<file path="src/rtl/async_serial_pkg.sv">
// Shared definitions for the asynchronous serial link: FSM encoding, line
// levels, frame length and the parity rule used by transmitter and receiver.
package async_serial_pkg;

    // Transmitter frame sequencing states
    typedef enum logic [2:0] {
        S_IDLE   = 3'd0,
        S_START  = 3'd1,
        S_DATA   = 3'd2,
        S_PARITY = 3'd3,
        S_STOP   = 3'd4,
        S_GAP    = 3'd5
    } tx_state_e;

    // Line levels for each part of the frame
    localparam logic IDLE_LEVEL  = 1'b1;
    localparam logic START_LEVEL = 1'b0;
    localparam logic STOP_LEVEL  = 1'b0;
    localparam logic GAP_LEVEL   = 1'b1;

    // Start, parity and stop bits on top of the data bits (gap bit excluded)
    localparam int FRAME_OVERHEAD_BITS = 3;

    // Widest data word the parity helper accepts; narrower words are zero-extended
    localparam int MAX_DATA_BITS = 32;

    function automatic int frame_bits(input int data_bits);
        return data_bits + FRAME_OVERHEAD_BITS;
    endfunction

    // Odd parity: data bits plus the returned bit always hold an odd number of ones.
    // Zero-extension leaves the XOR unchanged.
    function automatic logic odd_parity(input logic [MAX_DATA_BITS-1:0] data);
        return ~(^data);
    endfunction

endpackage

</file>
<file path="src/rtl/async_bit_timer.sv">
// Bit timer: while enabled, emits a one-cycle bit_end pulse on the last clock
// of every BIT_CYCLES-long bit period. clear restarts the period count.
module async_bit_timer #(
    parameter int BIT_CYCLES = 1
) (
    input  logic Clk,
    input  logic Rst_n,
    input  logic enable,
    input  logic clear,
    output logic bit_end
);

    localparam int CW = (BIT_CYCLES > 1) ? $clog2(BIT_CYCLES) : 1;
    localparam logic [CW-1:0] LAST_CYCLE = CW'(BIT_CYCLES - 1);

    logic [CW-1:0] cycle_cnt;

    // Count clocks within the current bit, wrapping at the bit boundary
    always_ff @(posedge Clk or negedge Rst_n) begin
        if (!Rst_n) begin
            cycle_cnt <= '0;
        end else if (clear) begin
            cycle_cnt <= '0;
        end else if (enable) begin
            if (cycle_cnt == LAST_CYCLE) begin
                cycle_cnt <= '0;
            end else begin
                cycle_cnt <= cycle_cnt + 1'b1;
            end
        end
    end

    assign bit_end = enable && (cycle_cnt == LAST_CYCLE);

endmodule

</file>
<file path="src/rtl/async_transmitter.sv">
// Asynchronous serial transmitter with one-word holding register.
// Frame: start(0), DATA_BITS data LSB first, odd parity, stop(0), gap(1).
//
// Handshake: a word is taken on any rising edge where Start=1 and Ready=1
// (and reset has been released for at least one edge). Ready=1 means the
// holding register is empty. If the line is idle, or the current frame is in
// its final gap clock, the word goes straight to the shift register;
// otherwise it waits in the holding register and Ready drops until the gap
// of the current frame ends.
module async_transmitter
    import async_serial_pkg::*;
#(
    parameter int DATA_BITS  = 5,
    parameter int BIT_CYCLES = 1
) (
    input  logic                 Clk,
    input  logic                 Rst_n,
    input  logic [DATA_BITS-1:0] Din,
    input  logic                 Start,
    output logic                 Ready,
    output logic                 Busy,
    output logic                 Tx,
    output tx_state_e            State
);

    localparam int BW = (DATA_BITS > 1) ? $clog2(DATA_BITS) : 1;
    localparam logic [BW-1:0] LAST_BIT = BW'(DATA_BITS - 1);
    localparam int NEXT_IDX = (DATA_BITS > 1) ? 1 : 0;

    logic [DATA_BITS-1:0] shift_reg;
    logic [DATA_BITS-1:0] hold_reg;
    logic                 parity_bit;
    logic [BW-1:0]        bit_cnt;
    logic                 armed;
    logic                 accept;
    logic                 bit_end;
    logic                 gap_end;

    // armed stays low for the first edge after reset so that edge ignores Start
    assign accept  = Start && Ready && armed;
    assign gap_end = (State == S_GAP) && bit_end;

    async_bit_timer #(
        .BIT_CYCLES(BIT_CYCLES)
    ) u_bit_timer (
        .Clk    (Clk),
        .Rst_n  (Rst_n),
        .enable (State != S_IDLE),
        .clear  ((State == S_IDLE) && accept),
        .bit_end(bit_end)
    );

    // Frame sequencer: state, shift register, holding register and registered outputs
    always_ff @(posedge Clk or negedge Rst_n) begin
        if (!Rst_n) begin
            State      <= S_IDLE;
            Tx         <= IDLE_LEVEL;
            Ready      <= 1'b1;
            Busy       <= 1'b0;
            shift_reg  <= '0;
            hold_reg   <= '0;
            parity_bit <= 1'b0;
            bit_cnt    <= '0;
            armed      <= 1'b0;
        end else begin
            armed <= 1'b1;
            case (State)
                S_IDLE: begin
                    if (accept) begin
                        shift_reg  <= Din;
                        parity_bit <= odd_parity(MAX_DATA_BITS'(Din));
                        bit_cnt    <= '0;
                        State      <= S_START;
                        Tx         <= START_LEVEL;
                        Busy       <= 1'b1;
                    end
                end
                S_START: begin
                    if (bit_end) begin
                        State <= S_DATA;
                        Tx    <= shift_reg[0];
                    end
                end
                S_DATA: begin
                    if (bit_end) begin
                        if (bit_cnt == LAST_BIT) begin
                            State <= S_PARITY;
                            Tx    <= parity_bit;
                        end else begin
                            bit_cnt   <= bit_cnt + 1'b1;
                            shift_reg <= shift_reg >> 1;
                            Tx        <= shift_reg[NEXT_IDX];
                        end
                    end
                end
                S_PARITY: begin
                    if (bit_end) begin
                        State <= S_STOP;
                        Tx    <= STOP_LEVEL;
                    end
                end
                S_STOP: begin
                    if (bit_end) begin
                        State <= S_GAP;
                        Tx    <= GAP_LEVEL;
                    end
                end
                S_GAP: begin
                    if (bit_end) begin
                        bit_cnt <= '0;
                        if (!Ready) begin
                            // Held word becomes the next frame; holding empties
                            shift_reg  <= hold_reg;
                            parity_bit <= odd_parity(MAX_DATA_BITS'(hold_reg));
                            State      <= S_START;
                            Tx         <= START_LEVEL;
                            Ready      <= 1'b1;
                        end else if (accept) begin
                            // Word offered in the final gap clock starts back-to-back
                            shift_reg  <= Din;
                            parity_bit <= odd_parity(MAX_DATA_BITS'(Din));
                            State      <= S_START;
                            Tx         <= START_LEVEL;
                        end else begin
                            State <= S_IDLE;
                            Tx    <= IDLE_LEVEL;
                            Busy  <= 1'b0;
                        end
                    end
                end
                default: begin
                    State <= S_IDLE;
                    Tx    <= IDLE_LEVEL;
                    Busy  <= 1'b0;
                end
            endcase

            // A word accepted mid-frame waits in the holding register
            if (accept && (State != S_IDLE) && !gap_end) begin
                hold_reg <= Din;
                Ready    <= 1'b0;
            end
        end
    end

endmodule
</file>
<file path="config.mk">
export PLATFORM = sky130hd
export DESIGN_NAME = async_transmitter
export DESIGN_NICKNAME = d
export VERILOG_FILES = /design/src/rtl/async_serial_pkg.sv /design/src/rtl/async_bit_timer.sv /design/src/rtl/async_transmitter.sv
export SDC_FILE = /design/constraint.sdc
export NUM_CORES = 1
export LEC_CHECK = 0
export ABC_AREA = 1
export CAP_MARGIN = 5
export CORE_MARGIN = 1.5
export CORE_UTILIZATION = 43
export CTS_CLUSTER_DIAMETER = 100
export CTS_CLUSTER_SIZE = 14
export DETAILED_ROUTE_END_ITERATION = 12
export PLACE_DENSITY_LB_ADDON = 0.15
export SKIP_LAST_GASP = 1
export SLEW_MARGIN = 20
export SYNTH_ARGS = -nofsm -noshare
export SYNTH_HDL_FRONTEND = slang
export SYNTH_SLANG_ARGS = --single-unit
</file>
<file path="constraint.sdc">
create_clock -name Clk -period 2.3 [get_ports Clk]
set_input_delay 0.23 -clock Clk [delete_from_list [all_inputs] [get_ports Clk]]
set_output_delay 0.23 -clock Clk [all_outputs]
set_load 0.1 [all_outputs]
</file>
==> key figures, run 1 <==
Outcome
  – Status: finished clean

Layout
  – Area grow syn2layout: 14.67%
  – Layout Cells excl Fill: 261
  – Net count reported at finish: 231
  – Fill cell count: 317
  – Multi-input logic area: 711.9 µm²
  – Diode count: 0
  – Finished Cell Area: 1565 µm²
  – Sequential Area: 528.0 µm²
  – Layout cells sized above 1: 13.36%

STA
  – Final Setup Violations: 0
  – Max Clk Rate: 559.4 MHz
  – Endpoints failing hold: 0
  – Setup TNS after final layout: 0 ns
  – RSZ-0062 raised after global routing: false
  – Minimum clock period: 1.788 ns
  – Fin crit share: 77.73%
  – Post-route setup slack: 0.5123 ns
  – Final worst clock skew: 0.003084 ns
  – Slew Viols, Final: 0

Clock tree
  – Max Root-Sink Buffers: 2
  – Root buffer cell: clkbuf_4
  – CTS-repair resized insts: 0
  – Clock Latency Late Sink: 0.31 ns
  – Clock sink count: 21
  – CTS clk-pin slew, worst paths: 0.13 ns
  – Postcts setup bufs: 0
  – Hold-fix buffers, CTS: 0
  – Num CTS Buffers: 3
  – CTS tree: done
  – H-tree Lvls: 1

Place
  – # placed instances: 257
  – Hpwl dp: 2271 µm
  – Port buffer count: 13
  – Dpl ws: 0.5298 ns
  – Gpl congestion: 0.8051
  – Placed cell area: 1538 µm²

Die
  – Io pins: 14
  – Initial Utilization: 45.08%
  – Die Width: 59.35 µm
  – Row count: 20
  – Die ar.: 3522 µm²
  – Chip Height: 59.35 µm
  – Core area: 3028 µm²

Global routing
  – Vias in the first global route: 1,190
  – Initial antenna violation count: 0
  – Global Route Usage Sum: 19.03%
  – Pin count of the biggest net entering global routing: 22
  – Grt ovf: 0
  – First-pass GRT wire length: 5078 µm

Worst setup path
  – WP data arrival: 2.01 ns
  – Startpoint types: register
  – CP Capture Type: register
  – Worst path required time: 2.52 ns
  – R2R cell count: 10
  – Crit-path max FO: 7
  – Setup Crit Path Kind: register to register

Route
  – Post-DRT Antenna Nets: 0
  – Average wire per standard cell: 11.09 µm
  – Via-to-Cell Ratio: 4.904
  – Drt initial violations: 26
  – Drt total wl: 2895 µm
  – Vias: 1,280
  – DRC viols: 0
  – Drt pass-1 iters: 4

Logic synthesis
  – Mapped Cells: 200
  – Sequential area share after synthesis: 38.68%
  – Compound-gate portion of the synthesized area: 10.54%
  – Post-Synth XOR/XNOR Area: 1.283%
  – Synthesized Nets: 213
  – Synth area leader: dfrtp_1
  – Largest family of logic cells by synthesized area: simple AND/OR/NAND/NOR gates
  – Yosys top cell area share: 34.83%
  – Synth cell types: 20
  – Synth Area in Simple Gates: 35.47%
  – #FFs+latches synth: 21
  – Synthesized area: 1365 µm²
  – Ys Warns: 0
  – Synth Area per Inst: 6.825 µm²
  – Ranking of synthesized cells by area: dfrtp_1 35%, nand2_1 19%, nand3_1 7.7%, inv_1 7.1%, o21ai_0 5.5%
  – Post-Synth Adder-Cell Area: 4.583%
  – Mux cell area share after synthesis: 0%

Power
  – Leak: 0.8339 nW
  – Pwr Density: 384.4 nW/µm²
  – Maximum VDD drop: 0.2363 mV

Worst hold path
  – Hold crit path type: input port to asynchronous set/reset pin

Flow run
  – Max-cap check violation count: 0
## final cells by class
cell class	count	area share, %
multi-input cells	146	45.48
clock inverters	1	0.3197
clock buffers	3	1.439
flip-flops and latches	21	33.73
inverters	32	7.674
well taps	44	3.517
repair buffers	14	7.834
## power by group
| group | switching (W) | internal (W) |
|---|---|---|
| clock network | 0.000125 | 0.0000651 |
| logic | 0.0000237 | 0.0000172 |
| registers | 0.000000551 | 0.000370 |
| total | 0.000149 | 0.000453 |
## metal layers
layer	GRT usage, %	vias to the layer above	wire, µm
li1	-	667	-
met5	0	-	0
met4	8.766	0	18
met1	23.97	587	1331
met2	31.55	24	1441
met3	3.275	2	103
## cell usage after synthesis (all sizes together)
cell type	n
or2	1
buf	1
o22ai	1
nand3	24
nor2	17
conb	1
a21oi	3
xor2	2
o21ai	23
nand2	69
dfrtp	19
dfstp	2
inv	32
ha	5
## worst max-delay path, stage by stage (launching register included)
cell and delay (ns):
dfrtp_1 0.51, nor2_1 0.09, nand2_1 0.16, inv_1 0.11, ha_1 0.25, inv_1 0.10, o21ai_2 0.11, nor2_1 0.19
nand2_1 0.07, nand2_1 0.06, nand2_1 0.05
## worst paths after layout
path,slack [ns],start,endpoint
setup / recovery,0.51,State[0]$_DFFE_PN0P_,Busy$_DFFE_PN0P_
hold / removal,0.24,Rst_n,State[1]$_DFFE_PN0P_
setup reg to reg,0.51,State[0]$_DFFE_PN0P_,Busy$_DFFE_PN0P_
hold reg to reg,0.50,Busy$_DFFE_PN0P_,Busy$_DFFE_PN0P_
max in group asynchronous,1.78,Rst_n,Tx$_DFFE_PN1P_
min in group Clk,0.50,Busy$_DFFE_PN0P_,Busy$_DFFE_PN0P_
## through the flow
stage | hold slack [ns] | util, % | power (W)
2_1_floorplan | -0.06559 | - | 0.0003926
3_3_place_gp | 0.4540 | 50.79 | 0.0004186
3_5_place_dp | 0.4744 | 50.79 | 0.0004191
4_1_cts | 0.2514 | 51.69 | 0.0006071
5_1_grt | 0.2728 | 51.69 | 0.0006276
6_report | 0.2447 | 51.69 | 0.0006016
## cell usage in the layout, fill, tap and decap left out
master and n:
dfrtp_1 19, nor2_2 2, o21ai_2 2, o21ai_0 15, clkbuf_4 3, nor2_4 2
conb_1 1, or2_2 1, o22ai_1 1, o21ai_1 6, dfstp_2 2, nand2_1 69
inv_1 26, clkdlybuf4s50_1 7, clkinv_2 1, nand3_2 3, xor2_1 2, a21oi_1 3
ha_1 5, buf_4 7, nor2_1 13, inv_2 6, nand3_1 21
## logic make-up (layout without fill, tap and decap cells)
family,Yosys count,after routing
flops,21,21
compound gates,27,27
other cells,1,1
fa+ha+maj,5,5
xor+xnor,2,2
buf+inv,33,50
simple gates,111,111
No activity file was read; power rests on OpenSTA's default activity.
==> inputs of run 2 (changes only) <==
==> constraint.sdc (replaced) <==
create_clock -name Clk -period 1.75 [get_ports Clk]
set_input_delay 0.175 -clock Clk [delete_from_list [all_inputs] [get_ports Clk]]
set_output_delay 0.175 -clock Clk [all_outputs]
set_load 0.1 [all_outputs]
==> key figures, run 2 (synthesis results as in run 1) <==
Layout
  – Area grow syn2layout: 28.96%
  – Sequential Area: 539.3 µm² (+2.1%)
  – Net count reported at finish: 240 (+3.9%)
  – Layout cells sized above 1: 20.80% (+7.4 points)
  – Fill cell count: 285 (-10%)
  – Most common cell after layout, fill and taps aside: nand2_1
  – Multi-input logic area: 762.0 µm² (+7.0%)
  – Diode count: 0 (unchanged)
  – Commonest non-fill, non-tap cells in the layout: 68 x nand2_1, 23 x inv_1, 21 x nand3_1
  – Layout Cells excl Fill: 270 (+3.4%)

Power
  – Maximum VDD drop: 0.3188 mV (+35%)
  – Leak: 0.8950 nW (+7.3%)
  – Pwr Density: 445.5 nW/µm² (+16%)

STA
  – Slew Viols, Final: 0 (unchanged)
  – Minimum clock period: 1.670 ns (-0.1181 ns)
  – Endpoints failing hold: 0 (unchanged)
  – Final Setup Violations: 0 (unchanged)
  – RSZ-0062 raised after global routing: false
  – Max Clk Rate: 598.9 MHz (+7.1%)
  – Fin crit share: 95.41% (+18 points)
  – Final worst clock skew: 0.01822 ns (+0.01514 ns)
  – Setup TNS after final layout: 0 ns (unchanged)

Worst setup path
  – Startpoint types: register
  – WP data arrival: 1.91 ns (-0.10 ns)
  – Worst path required time: 1.99 ns (-0.53 ns)
  – Crit-path cells: buf_4 -> nand3_4 -> inv_4 -> buf_4 -> o21ai_4 -> inv_2 -> nor2_4 -> buf_4 -> nand2_1 -> nand2_1
  – CP Capture Type: register
  – Top cell by count, worst path: buf_4
  – Crit path largest cell delay: 0.53 ns (+0.02 ns)
  – Setup Crit Path Kind: register to register
  – Max stage delay cell, worst path: dfrtp_4
  – Crit-path max FO: 5 (-2)

Worst hold path
  – Hold crit path type: input port to asynchronous set/reset pin

Place
  – # placed instances: 262 (+1.9%)
  – Hpwl dp: 2394 µm (+5.5%)
  – Port buffer count: 13 (unchanged)
  – Gpl congestion: 0.8205 (+1.9%)

Die
  – Io pins: 14 (unchanged)
  – Chip Height: 59.35 µm (unchanged)
  – Die Width: 59.35 µm (unchanged)
  – Row count: 20 (unchanged)
  – Initial Utilization: 45.08% (unchanged)
  – Core area: 3028 µm² (unchanged)
  – Die ar.: 3522 µm² (unchanged)

Global routing
  – First-pass GRT wire length: 5230 µm (+3.0%)
  – Pin count of the biggest net entering global routing: 22 (unchanged)
  – Vias in the first global route: 1,224 (+2.9%)
  – Grt ovf: 0 (unchanged)
  – Initial antenna violation count: 0 (unchanged)
  – Global Route Usage Sum: 19.43% (+0.39 points)

Flow run
  – Max-cap check violation count: 0 (unchanged)

Clock tree
  – CTS tree: done
  – Clock sink count: 21 (unchanged)
  – Clock Latency Late Sink: 0.31 ns (about the same)
  – H-tree Lvls: 1 (unchanged)
  – Max Root-Sink Buffers: 2 (unchanged)
  – Num CTS Buffers: 3 (unchanged)
  – CTS clk-pin slew, worst paths: 0.13 ns (about the same)
  – Root buffer cell: clkbuf_4

Route
  – DRC viols: 0 (unchanged)
  – Vias: 1,310 (+2.3%)
  – Post-DRT Antenna Nets: 0 (unchanged)
  – Average wire per standard cell: 11.39 µm (+2.7%)
  – Drt initial violations: 54 (+110%)
  – Drt pass-1 iters: 4 (unchanged)
  – Via-to-Cell Ratio: 4.852 (-1.1%)
  – Drt total wl: 3076 µm (+6.3%)

Outcome
  – Status: finished clean
[run 2: cell count changes in the layout (fill, tap and decap cells not counted), moves of 2 or more]
| cell | change |
|---|---|
| buf_12 | +5 |
| buf_4 | +4 |
| dfrtp_1 | -3 |
| dfrtp_4 | +3 |
| ha_1 | -2 |
| ha_2 | +2 |
| inv_1 | -3 |
| inv_4 | +2 |
| nand3_2 | -2 |
| nand3_4 | +2 |
| o21ai_2 | -2 |
| o21ai_4 | +2 |
[run 2: what timing repair did]
action,4_1_cts,5_1_grt
hold buffers,0,0
pin swaps,0,1
setup endpoints to repair,3,16
hold endpoints to repair,0,0
buffers inserted,0,4
gates resized for setup,2,11
[run 2: report_power, final]
part | switching (W) | leakage, nW | internal, W | total (W)
Sequential | 0.000000830 | 0.252 | 0.000486 | 0.000487
Combinational | 0.0000321 | 0.628 | 0.0000226 | 0.0000547
Clock | 0.000154 | 0.0150 | 0.0000889 | 0.000242
Total | 0.000186 | 0.895 | 0.000598 | 0.000784
[run 2: final timing paths]
| path | start | endpoint | slack, ns | cells after the start |
|---|---|---|---|---|
| setup / recovery | State[1]$_DFFE_PN0P_ | shift_reg[0]$_DFFE_PN0P_ | 0.08 | 10 |
| hold reg to reg | Busy$_DFFE_PN0P_ | Busy$_DFFE_PN0P_ | 0.49 | 2 |
| min in group Clk | Din[4] | hold_reg[4]$_DFFE_PN0P_ | 0.46 | 3 |
| hold / removal | Rst_n | State[1]$_DFFE_PN0P_ | 0.18 | 2 |
| max in group asynchronous | Rst_n | Tx$_DFFE_PN1P_ | 1.27 | 2 |
| setup reg to reg | State[1]$_DFFE_PN0P_ | shift_reg[0]$_DFFE_PN0P_ | 0.08 | 10 |
[run 2: through the flow]
step / total power (W) / setup slack (ns) / utilization [%] / cell area (µm²) / hold slack [ns]
final: 0.0007843 / 0.08037 / 58.14 / 1760 / 0.1846
after global routing: 0.0008233 / 0.001626 / 58.14 / 1760 / 0.2234
after CTS: 0.0007888 / 0.01885 / 55.58 / 1683 / 0.1950
after detailed placement: 0.0005520 / 0.02260 / 54.55 / 1652 / 0.4677
after global placement: 0.0005497 / 0.05703 / 54.55 / 1652 / 0.4570
after floorplan: 0.0005162 / 0.00007683 / - / 1379 / -0.1206
[run 2: per-layer routing]
layer / up-vias / routed length (µm) / track usage [%]
met3: 6 / 75 / 2.838
li1: 677 / - / -
met4: 0 / 41 / 6.169
met5: - / 0 / 0
met1: 609 / 1441 / 24.76
met2: 18 / 1518 / 33.59
[run 2: cell type report]
cell class	count	area share, %
clock buffers	4	1.493
inverters	32	7.107
multi-input cells	146	43.28
flip-flops and latches	21	30.63
well taps	44	3.127
repair buffers	23	14.36
[run 2: critical path, delay by kind of cell (launching register included)]
kind	cells	cell delay, ns
buffers and inverters	5	0.58
flip-flops	1	0.53
AO/OA/AOI/OAI	1	0.13
AND/OR/NAND/NOR	4	0.37
==> inputs of run 3 (changes only) <==
--- a/config.mk
+++ b/config.mk
@@ -12,9 +12,12 @@
 export CTS_CLUSTER_DIAMETER = 100
 export CTS_CLUSTER_SIZE = 14
 export DETAILED_ROUTE_END_ITERATION = 12
+export MAX_ROUTING_LAYER = met4
 export PLACE_DENSITY_LB_ADDON = 0.15
+export RECOVER_POWER = 25
 export SKIP_LAST_GASP = 1
 export SLEW_MARGIN = 20
 export SYNTH_ARGS = -nofsm -noshare
 export SYNTH_HDL_FRONTEND = slang
+export SYNTH_HIERARCHICAL = 1
 export SYNTH_SLANG_ARGS = --single-unit
==> key figures, run 3 <==
Die
  – Io pins: 14 (unchanged)
  – Die ar.: 3720 µm² (+5.6%)
  – Initial Utilization: 46.24% (+1.2 points)
  – Row count: 20 (unchanged)
  – Chip Height: 61.00 µm (+2.8%)
  – Die Width: 61.00 µm (+2.8%)
  – Core area: 3128 µm² (+3.3%)

Clock tree
  – Max Root-Sink Buffers: 2 (unchanged)
  – CTS tree: done
  – Hold-fix buffers, CTS: 0 (unchanged)
  – H-tree Lvls: 1 (unchanged)
  – Postcts setup bufs: 0 (unchanged)
  – Clock Latency Late Sink: 0.31 ns (about the same)
  – CTS-repair resized insts: 0 (-2)
  – Num CTS Buffers: 3 (unchanged)
  – CTS clk-pin slew, worst paths: 0.12 ns (about the same)
  – Clock sink count: 21 (unchanged)
  – Root buffer cell: clkbuf_4

STA
  – Worst slew pin tran: 1.193 ns
  – WHS: 0.4879 ns (+0.3033 ns)
  – Final worst clock skew: 0.004659 ns (-0.01356 ns)
  – Slew margin rel.: 20.44%
  – Slew Viols, Final: 0 (unchanged)
  – RSZ-0062 raised after global routing: false
  – Minimum clock period: 1.601 ns (-0.06848 ns)
  – Final Setup Violations: 0 (unchanged)
  – Setup TNS after final layout: 0 ns (unchanged)
  – Fin crit share: 91.49% (-3.9 points)
  – Max Clk Rate: 624.6 MHz (+4.3%)
  – Endpoints failing hold: 0 (unchanged)

Flow run
  – Max-cap check violation count: 0 (unchanged)

Worst setup path
  – WP data arrival: 1.82 ns (-0.09 ns)
  – Startpoint types: register
  – CP delay by family, top: simple AND/OR/NAND/NOR gates
  – Setup Crit Path Kind: register to register
  – Crit-path cells: nor2_2 -> nand2_4 -> nand2_1 -> nand2_1 -> nor2_4 -> inv_1 -> nand2_1 -> o21ai_1
  – Critical path startpoint: State[1]$_DFFE_PN0P_
  – Max stage delay cell, worst path: dfrtp_4
  – Worst r2r src: State[1]$_DFFE_PN0P_
  – Crit-path max FO: 8 (+3)
  – Crit path largest cell delay: 0.56 ns (+0.03 ns)
  – Worst path bufs/invs: 1 (-4)
  – CP Capture Type: register
  – Worst path required time: 1.97 ns (-0.02 ns)
  – Top cell by count, worst path: nand2_1

Global routing
  – Vias in the first global route: 1,247 (+1.9%)
  – Global Route Usage Sum: 19.90% (+0.47 points)
  – Grt ovf: 0 (unchanged)
  – Pin count of the biggest net entering global routing: 22 (unchanged)
  – First-pass GRT wire length: 5368 µm (+2.6%)
  – Initial antenna violation count: 0 (unchanged)

Logic synthesis
  – Synth Area per Inst: 6.696 µm² (-1.9%)
  – Synthesized area: 1446 µm² (+6.0%)
  – Mapped Cells: 216 (+8.0%)
  – Synthesized Nets: 226 (+6.1%)
  – Ys Warns: 6 (+6)

Power
  – Pwr Density: 1979 nW/µm² (+340%)
  – Sw Ratio: 53.41% (+30 points)
  – Internal power: 0.001583 W (+160%)
  – Clk pwr share: 7.2% (-24 points)
  – Leak: 0.8845 nW (-1.2%)
  – Combinational Power Share: 65.1% (+58 points)
  – Maximum VDD drop: 0.8012 mV (+150%)
  – P_sw: 0.001814 W (+870%)
  – Flop pwr share: 27.7% (-34 points)

Layout
  – Area grow syn2layout: 18.69%
  – Net count reported at finish: 244 (+1.7%)
  – Commonest non-fill, non-tap cells in the layout: 83 x nand2_1, 22 x inv_1, 17 x nand3_1, 17 x nor2_1, 16 x dfrtp_1
  – Most common cell after layout, fill and taps aside: nand2_1
  – Diode count: 0 (unchanged)
  – Final core utilization: 54.88% (-3.3 points)
  – Layout cells sized above 1: 15.88% (-4.9 points)

Route
  – DRC viols: 0 (unchanged)
  – Post-DRT Antenna Nets: 0 (unchanged)
  – Drt initial violations: 80 (+48%)
  – Drt total wl: 3011 µm (-2.1%)
  – Via-to-Cell Ratio: 4.740 (-2.3%)
  – Vias: 1,313 (+0.23%)
  – Average wire per standard cell: 10.87 µm (-4.6%)
  – Drt pass-1 iters: 4 (unchanged)

Worst hold path
  – Hold crit path type: register to register
  – Worst Min Path Start: shift_reg[3]$_DFFE_PN0P_

Place
  – Gpl congestion: 0.8081 (-1.5%)
  – Port buffer count: 13 (unchanged)
  – Hpwl dp: 2367 µm (-1.2%)

Outcome
  – Status: finished clean
==> run 3: layer usage <==
layer  vias to the layer above  GRT usage (%)  share of wire [%]
li1                        700              -                  -
met1                       586          23.56                 46
met2                        23          35.18                 50
met3                         4          2.559                2.7
met4                         0          5.590                1.0
met5                         -              -                  0
==> run 3: per-stage QoR <==
step	total power [W]	worst slack, ns	cells	cell area (µm²)
after floorplan	0.002575	0.01277	216	1455
after global placement	0.003161	0.2194	273	1694
after global routing	0.003678	0.002934	277	1717
after detailed placement	0.003170	0.1706	273	1694
after CTS	0.003419	0.1497	277	1720
final	0.003397	0.1489	277	1717
==> run 3: final timing paths <==
| check | slack, ns | end | cells past startpoint |
|---|---|---|---|
| max in group asynchronous | 0.36 | State[2]$_DFFE_PN0P_ | 2 |
| worst min register to register | 0.49 | shift_reg[3]$_DFFE_PN0P_ | 2 |
| worst max register to register | 0.15 | hold_reg[3]$_DFFE_PN0P_ | 8 |
| worst min-delay path | 0.49 | shift_reg[3]$_DFFE_PN0P_ | 2 |
| min in group asynchronous | 0.54 | State[1]$_DFFE_PN0P_ | 2 |
| worst max-delay path | 0.15 | hold_reg[3]$_DFFE_PN0P_ | 8 |
==> run 3: worst min-delay path, delay by kind of cell (launching register included) <==
kind          cells  cell delay, ns
flops             1            0.36
simple gates      2            0.10
==> run 3: area by class of cell <==
| cell class | instances | area (µm²) |
|---|---|---|
| clock buffers | 4 | 26.28 |
| repair buffers | 19 | 219.0 |
| multi-input cells | 164 | 783.3 |
| fillers | 321 | 1411 |
| inverters | 25 | 96.34 |
| flip-flops and latches | 21 | 536.8 |
| well taps | 44 | 55.05 |
==> run 3: power by group through the flow <==
stage          Combinational, W  Sequential (W)  Clock, W
2_1_floorplan           0.00124         0.00133         0
3_3_place_gp            0.00221        0.000950         0
3_5_place_dp            0.00222        0.000949         0
4_1_cts                 0.00223        0.000939  0.000252
5_1_grt                 0.00243        0.000977  0.000273
6_report                0.00221        0.000941  0.000246
